File: config.mk
export PLATFORM = sky130hd
export DESIGN_NAME = sync_ram_arb
export DESIGN_NICKNAME = d
export VERILOG_FILES = /design/src/rtl/sync_ram_arb.sv
export SDC_FILE = /design/constraint.sdc
export NUM_CORES = 1
export LEC_CHECK = 0
export ABC_AREA = 1
export BUFFER_PORTS_ARGS = -buffer_cell sky130_fd_sc_hd__clkbuf_2
export CORE_ASPECT_RATIO = 0.75
export CORE_MARGIN = 2
export CORE_UTILIZATION = 34
export CTS_CLUSTER_SIZE = 12
export DETAILED_ROUTE_END_ITERATION = 12
export MAX_ROUTING_LAYER = met4
export PLACE_DENSITY = 0.75
export SLEW_MARGIN = 20
export SYNTH_ARGS = -nofsm -noshare
export SYNTH_HDL_FRONTEND = slang
export SYNTH_SLANG_ARGS = --single-unit
File: constraint.sdc
create_clock -name clk -period 1.84 [get_ports clk]
set_input_delay 0.092 -clock clk [delete_from_list [all_inputs] [get_ports clk]]
set_output_delay 0.092 -clock clk [all_outputs]
set_load 0.005 [all_outputs]
File: src/rtl/sync_ram_arb.sv
// Two-port round-robin arbiter in front of a single-port synchronous-read RAM.
// Each port tracks at most one outstanding read through an IDLE/LIVE/HELD response FSM.
module sync_ram_arb #(
  parameter int unsigned DWIDTH = 8,
  parameter int unsigned AWIDTH = 8
) (
  input  logic              clk,
  input  logic              rst,
  input  logic              req0_valid,
  output logic              req0_ready,
  input  logic              req0_we,
  input  logic [AWIDTH-1:0] req0_addr,
  input  logic [DWIDTH-1:0] req0_wdata,
  output logic              rsp0_valid,
  input  logic              rsp0_ready,
  output logic [DWIDTH-1:0] rsp0_rdata,
  input  logic              req1_valid,
  output logic              req1_ready,
  input  logic              req1_we,
  input  logic [AWIDTH-1:0] req1_addr,
  input  logic [DWIDTH-1:0] req1_wdata,
  output logic              rsp1_valid,
  input  logic              rsp1_ready,
  output logic [DWIDTH-1:0] rsp1_rdata,
  output logic              ram_en,
  output logic              ram_we,
  output logic [AWIDTH-1:0] ram_addr,
  output logic [DWIDTH-1:0] ram_d,
  input  logic [DWIDTH-1:0] ram_q
);

  typedef enum logic [1:0] {StIdle, StLive, StHeld} rsp_state_e;

  rsp_state_e        state_q [2];
  rsp_state_e        state_d [2];
  logic [DWIDTH-1:0] buf_q   [2];
  logic [DWIDTH-1:0] buf_d   [2];
  logic [DWIDTH-1:0] rdata   [2];
  logic              ptr_q, ptr_d;

  logic [1:0] valid, we, rsp_rdy, rsp_vld, elig, gnt, rd_acc;

  assign valid   = {req1_valid, req0_valid};
  assign we      = {req1_we, req0_we};
  assign rsp_rdy = {rsp1_ready, rsp0_ready};

  // A read is only eligible when its response slot is free or draining this cycle.
  always_comb begin
    rsp_vld = 2'b00;
    elig    = 2'b00;
    for (int i = 0; i < 2; i++) begin
      rsp_vld[i] = (state_q[i] != StIdle);
      elig[i]    = valid[i] & (we[i] | (state_q[i] == StIdle) | (rsp_vld[i] & rsp_rdy[i]));
    end
  end

  always_comb begin
    gnt = 2'b00;
    if (!rst) begin
      if (elig[0] && (!elig[1] || !ptr_q)) begin
        gnt[0] = 1'b1;
      end else if (elig[1]) begin
        gnt[1] = 1'b1;
      end
    end
  end

  assign rd_acc     = gnt & ~we;
  assign req0_ready = gnt[0];
  assign req1_ready = gnt[1];
  assign ram_en     = |gnt;
  assign ram_we     = gnt[1] ? req1_we    : req0_we;
  assign ram_addr   = gnt[1] ? req1_addr  : req0_addr;
  assign ram_d      = gnt[1] ? req1_wdata : req0_wdata;

  always_comb begin
    ptr_d = ptr_q;
    if (gnt[0]) begin
      ptr_d = 1'b1;
    end else if (gnt[1]) begin
      ptr_d = 1'b0;
    end
  end

  always_comb begin
    for (int i = 0; i < 2; i++) begin
      state_d[i] = state_q[i];
      buf_d[i]   = buf_q[i];
      rdata[i]   = '0;
      case (state_q[i])
        StIdle: begin
          if (rd_acc[i]) state_d[i] = StLive;
        end
        StLive: begin
          rdata[i] = ram_q;
          if (rsp_rdy[i]) begin
            state_d[i] = rd_acc[i] ? StLive : StIdle;
          end else begin
            // ram_q may be overwritten by the other port's next access; park it.
            buf_d[i]   = ram_q;
            state_d[i] = StHeld;
          end
        end
        StHeld: begin
          rdata[i] = buf_q[i];
          if (rsp_rdy[i]) state_d[i] = rd_acc[i] ? StLive : StIdle;
        end
        default: state_d[i] = StIdle;
      endcase
    end
  end

  always_ff @(posedge clk or posedge rst) begin
    if (rst) begin
      ptr_q <= 1'b0;
      for (int i = 0; i < 2; i++) begin
        state_q[i] <= StIdle;
        buf_q[i]   <= '0;
      end
    end else begin
      ptr_q <= ptr_d;
      for (int i = 0; i < 2; i++) begin
        state_q[i] <= state_d[i];
        buf_q[i]   <= buf_d[i];
      end
    end
  end

  assign rsp0_valid = rsp_vld[0];
  assign rsp1_valid = rsp_vld[1];
  assign rsp0_rdata = rdata[0];
  assign rsp1_rdata = rdata[1];

endmodule

=== Yosys cells after proc, flatten, opt, wreduce, memory -nomap -nowiden ===
Cells that the tools add are included.

* Flip-flop bits (word level): 21
* Bits of input ports: 48
* Output and inout port bits: 38
* Logic and storage cells: 60

* Equal/unequal tests: 8
* Multiplexer cells: 21
* Bitwise logic cells: 12
* Reductions and logical operators: 14

{| class="wikitable"
|+ Operator list
! operator !! count
|-
| $pmux W8 S2 || 2
|-
| $mux W8 || 2
|-
| $mux W2 || 7
|-
| $pmux W2 S3 || 2
|-
| $mux W1 || 8
|-
| $ne A2 B2 Y1 const B || 4
|-
| $reduce_and A2 Y1 || 4
|-
| $reduce_bool A2 Y1 || 3
|-
| $and A1 B1 Y1 || 4
|-
| $eq A2 B1 Y1 const B || 2
|-
| $eq A2 B2 Y1 const B || 2
|-
| $logic_not A2 Y1 || 2
|-
| $or A1 B1 Y1 || 4
|-
| $and A2 B2 Y2 || 1
|-
| $logic_not A1 Y1 || 2
|-
| $not A1 Y1 || 2
|-
| $not A2 Y2 || 1
|-
| $reduce_or A2 Y1 || 1
|-
| $logic_and A1 B1 Y1 || 1
|-
| $logic_or A1 B1 Y1 || 1
|}

=== Depth between registers and ports, before layout ===
* Word-level depth: 13
* Gate-level depth with buffers: 12
* Depth with buffers taken out: 11

=== Worst setup path before layout ===
Ideal clock, no wire load.

* Path type: register to register
* Start point: register state_q[0] in the netlist's numbering
* End point: register state_q[0] in the netlist's numbering
* Setup time: 0.125 ns
* Arrival time: 1.414 ns
* Data required time: 1.715 ns
* Slack: 0.301 ns
* Stages on the path, launching flop included: 13
* Buffers on the path: 1
* Clock period less this slack: 1.539 ns
* Cell sequence: dfrtp_1 inv_1 ha_1 nor2_1 nand2_1 nand2_1 nor2_2 nand2_2 buf_6 o21ai_2 nand2_1 nand2_1 nand2_1

* Cells in the longest elaborated chain, start to end: 13
* Elaborated cells between the ends (all ways): 22
* Those cells by class: eq/ne (4); mux (7); bitwise (5); reduce/logical (6)

{| class="wikitable"
|+ RTL lines
! element !! RTL line !! source
|-
| start, declared || 34 || <nowiki>rsp_state_e state_q [2];</nowiki>
|-
| start signal, assigned by index || 117 || <nowiki>state_q[i] <= StIdle;</nowiki>
|-
| start signal, assigned by index || 123 || <nowiki>state_q[i] <= state_d[i];</nowiki>
|-
| $logic_not A2 Y1 or $reduce_bool A2 Y1 (tied branches) || 53, 90, 52 ||
|-
| $or A1 B1 Y1 or $and A1 B1 Y1 (tied branches) || 53 || <nowiki>elig[i] = valid[i] & (we[i] | (state_q[i] == StIdle) | (rsp_vld[i] & rsp_rdy[i]));</nowiki>
|-
| $or A1 B1 Y1 || 53 ||
|-
| $and A1 B1 Y1 || 53 ||
|-
| $logic_not A1 Y1 || 60 || <nowiki>if (elig[0] && (!elig[1] || !ptr_q)) begin</nowiki>
|-
| $logic_or A1 B1 Y1 || 60 ||
|-
| $logic_and A1 B1 Y1 || 60 ||
|-
| $mux W1 || 60 ||
|-
| $mux W2 || 59 || <nowiki>if (!rst) begin</nowiki>
|-
| $and A2 B2 Y2 || 68 || <nowiki>assign rd_acc = gnt & ~we;</nowiki>
|-
| $mux W1 || 97, 106 ||
|-
| $mux W2, on equally long branches || 106, 96 ||
|-
| $pmux W2 S3 || 90 || <nowiki>case (state_q[i])</nowiki>
|}

Several ways; a longest one is shown, not always the timed one. The select of a mux whose other input is x is not followed.
A chain may end at the register's enable or synchronous reset.

=== Worst setup path after layout ===
* Start point: register state_q[1] in the netlist's numbering
* End point: output ram_addr[1]

* Cells in the longest elaborated chain, start to end: 10
* Elaborated cells between the ends (all ways): 13
* Those cells by class: mux (4); bitwise (4); reduce/logical (5)

{| class="wikitable"
|+ RTL lines
! element !! RTL line !! source
|-
| $logic_not A2 Y1 or $reduce_bool A2 Y1 (tied branches) || 53, 52 ||
|-
| $or A1 B1 Y1 or $and A1 B1 Y1 (tied branches) || 53 ||
|-
| $or A1 B1 Y1 * || 53 ||
|-
| $and A1 B1 Y1 * || 53 ||
|-
| $logic_not A1 Y1 || 60 ||
|-
| $logic_or A1 B1 Y1 || 60 ||
|-
| $logic_and A1 B1 Y1 || 60 ||
|-
| $mux W1 * || 60 ||
|-
| $mux W2 * || 59 ||
|-
| $mux W8 * || 73 || <nowiki>assign ram_addr = gnt[1] ? req1_addr : req0_addr;</nowiki>
|-
| end, declared || 27 || <nowiki>output logic [AWIDTH-1:0] ram_addr,</nowiki>
|}

Every way passes the cells marked *; elsewhere a longest branch is shown, timed or not.

==> results.sh <==
export IMPL_seqPwrFrac_pct=32.5
export IMPL_violations="negative setup slack"
export IMPL_netSwitchingFraction_pct=40.3
export IMPL_status="finished with violations"
export IMPL_path_class="register to output port"
export IMPL_power_density_nw_per_um2=1010
export IMPL_fin_ws_ns=-0.0101
export IMPL_root_buffer="clkbuf_8"
export IMPL_dieArea_um2=4950
export IMPL_worst_ep_required_time_ns=1.75
export IMPL_synth_top_family_by_area="simple AND/OR/NAND/NOR gates"
export IMPL_synth_fp_nets=284
export IMPL_rsz0062_at_grt="true"
export IMPL_grt_pass1_wl_um=7470
export IMPL_initial_core_util_pct=36.2
export IMPL_drt_wl_total_um=5270
export IMPL_post_route_util_pct=56.5
export IMPL_dpl_cell_count=364
export IMPL_crit_path_max_incr_delay_ns=0.39
export IMPL_area_growth_pct=56.2
export IMPL_critPathSlowestCell="dfrtp_1"
export IMPL_coreArea_um2=4130
export IMPL_antenna_found_initial=0
export IMPL_drtPass1Iterations=4
export IMPL_fin_crit_sh_pct=101
export IMPL_design_area_um2=2330
export IMPL_worstReg2RegStart="state_q[0]"
export IMPL_synth_xor_area_share_pct=0
export IMPL_dr_first_iter_drc_count=204
export IMPL_gp_congestion=0.824
export IMPL_cts_tree="built"
export IMPL_ant_nets=0
export IMPL_drv_cap=0
export IMPL_met2_length_um=2580
export IMPL_fillCellCount=383
export IMPL_cts_reportedPaths_clkPinSlew_ns=0.07
export IMPL_final_setup_viol_count=3
export IMPL_yosysWarningCount=0
export IMPL_synthCells=228
export IMPL_die_h_um=61.4
export IMPL_internal_power_w=0.00141
export IMPL_p_total_w=0.00237
export IMPL_final_hold_violation_count=0
export IMPL_min_period_ns=1.85
export IMPL_grt_overflow=0
export IMPL_seq_area_frac_synth_pct=35.2
export IMPL_relSlewSlack_pct=73.1
export IMPL_synth_mux_area_share_pct=3.02
export IMPL_p_comb_share_pct=55.0
export IMPL_fmax_ghz=0.541
export IMPL_synthSimpleGateAreaFrac_pct=34.3
export IMPL_leakage_nw=1.30
export IMPL_cp_max_fo=8
export IMPL_grt_pass1_vias=1658
export IMPL_nets=388
export IMPL_cp_endpoint="ram_addr[1]"
export IMPL_wl_per_cell_um=13.7
export IMPL_multi_input_area_um2=963
export IMPL_numPortBuffers=85
export IMPL_p_sw_w=0.000955
export IMPL_place_area_um2=1980
export IMPL_routedLengthMet1_um=2270
export IMPL_r2r_slack_ns=0.06
export IMPL_clock_latency_ns=0.26
export IMPL_crit_top_cell="nand2_2"
export IMPL_finalNonFillerCells=386
export IMPL_skew_ns=0.00119
export IMPL_top_layer="met4"
export IMPL_synth_area_per_cell_um2=6.55
export IMPL_cts_buffers=3
export IMPL_synth_seq_cells=21
export IMPL_worst_slew_pin_slew_ns=0.403
export IMPL_synth_cell_types=22
export IMPL_drive_above_1_share_pct=45.0
export IMPL_chipWidth_um=80.5
export IMPL_syn_area_um2=1490
export IMPL_p_clk_share_pct=12.5
export IMPL_diodes=0
export IMPL_vias_per_cell=4.84
export IMPL_synth_compound_area_share_pct=12.0
export IMPL_layout_commonest_cell="nand2_1"
export IMPL_ioPinCount=86
export IMPL_place_ws_ns=0.0108
export IMPL_place_hpwl_um=3560
export IMPL_r2r_end="state_q[1]"
export IMPL_regArea_um2=526
export IMPL_mostFrequentLayoutCells="102 x nand2_1, 81 x clkbuf_2, 21 x dfrtp_1, 18 x buf_4, 16 x a21oi_1"
export IMPL_ir_drop_uv=582
export IMPL_arrival_ns=1.76
export IMPL_grt_usage_pct=20.4
export IMPL_grt_max_degree=22
export IMPL_cts_buffer_depth=2
export IMPL_min_path_type="input port to register"
export IMPL_synth_fa_ha_area_share_pct=6.70
export IMPL_clkSinkCount=21
export IMPL_drc=0
export IMPL_endpoint_kind="output port"
export IMPL_critical_path_cell_chain="inv_2, ha_4, nor2_2, nand2_2, nand2_2, nor2_4, nand2_8, buf_12, nand2_4, nand2_2, clkbuf_2"
export IMPL_startpoint_type="register"
export IMPL_vias=1867
export IMPL_reg2reg_depth=9
export IMPL_worstHoldPathCells=3
export IMPL_met3_length_um=298
export IMPL_row_count=20
export IMPL_htreeDepth=1
export IMPL_cp_startpoint="state_q[1]"
export IMPL_drv_slew=0
==> metrics by stage <==
stage / hold WS [ns] / TNS [ns]
after detailed placement: 0.183 / 0
after floorplan: 0.0771 / 0
after CTS: 0.0944 / 0
final: 0.107 / -0.0177
after global placement: 0.173 / 0
after global routing: 0.107 / -1.04
==> critical path: cells and delay by family (launching register included) <==
kind | cells | cell delay, ns
simple gates | 7 | 0.57
flops | 1 | 0.39
buf+inv | 3 | 0.38
fa+ha+maj | 1 | 0.15
==> routing by layer <==
| metal | track usage (%) | vias up |
|---|---|---|
| li1 | - | 912 |
| met1 | 26.4 | 865 |
| met2 | 31.3 | 73 |
| met3 | 5.28 | 17 |
| met4 | 7.02 | 0 |
| met5 | - | - |
==> power groups by stage <==
stage               Clock, W  Sequential (W)  Combinational [W]
global placement           0        0.000770           0.000945
global route        0.000320        0.000792            0.00145
detailed placement         0        0.000783           0.000967
floorplan                  0        0.000755           0.000633
CTS                 0.000306        0.000764            0.00117
finish              0.000296        0.000770            0.00130
==> worst min-delay path by stage <==
| stage | from | endpoint | slack [ns] |
|---|---|---|---|
| 2_1_floorplan | rst | buf_q[0] | 0.08 |
| 3_3_place_gp | rst | buf_q[6] | 0.17 |
| 3_5_place_dp | rst | buf_q[6] | 0.18 |
| 4_1_cts | ram_q[6] | buf_q[6] | 0.09 |
| 5_1_grt | ram_q[3] | buf_q[3] | 0.11 |
| 6_report | ram_q[6] | buf_q[6] | 0.11 |
==> cell usage after synthesis <==
library cell | instances | area [um2]
inv_1 | 19 | 71.3
a21oi_1 | 16 | 80.1
clkbuf_1 | 2 | 7.51
o21ai_1 | 2 | 10.0
mux2_2 | 4 | 45.0
inv_2 | 2 | 7.51
o21ai_0 | 8 | 40.0
o21ai_2 | 1 | 8.76
buf_6 | 1 | 11.3
dfrtp_1 | 21 | 526
nor2_1 | 8 | 30.0
nand2_2 | 1 | 6.26
o21bai_1 | 1 | 7.51
nor2_2 | 2 | 12.5
o2111ai_1 | 2 | 17.5
a21boi_1 | 1 | 7.51
a21o_1 | 1 | 7.51
buf_4 | 2 | 15.0
buf_2 | 4 | 20.0
ha_1 | 8 | 100
nand3_1 | 4 | 20.0
nand2_1 | 118 | 443
==> sequential cells by signal, summed over array words and instances (netlist names) <==
| signal | flops |
|---|---|
| buf_q | 16 |
| ptr_q | 1 |
| state_q | 4 |
==> logic make-up (layout without fill, tap and decap cells) <==
kind of cell    Yosys count  in the layout
buf+inv                  30            133
simple gates            133            133
fa+ha+maj                 8              8
compound gates           32             32
mux                       4              4
flops                    21             21
==> area by class of cell <==
| cell class | count | share of cell area (%) |
|---|---|---|
| clock buffer | 4 | 1.93 |
| tap | 55 | 2.95 |
| multi-input combinational | 177 | 41.3 |
| inverter | 21 | 3.70 |
| timing repair inverter | 1 | 0.375 |
| sequential | 21 | 22.5 |
| timing repair buffer | 107 | 27.2 |
==> what timing repair did <==
action | in CTS | in global routing
hold buffers | 1 | 0
endpoints found under the hold margin | 21 | 0
gates resized for setup | 31 | 18
setup buffers | 10 | 5
endpoints found under the setup margin | 19 | 18
pin swaps | 12 | 9
cloned | 2 | 0
(Power assumes the default switching activity.)
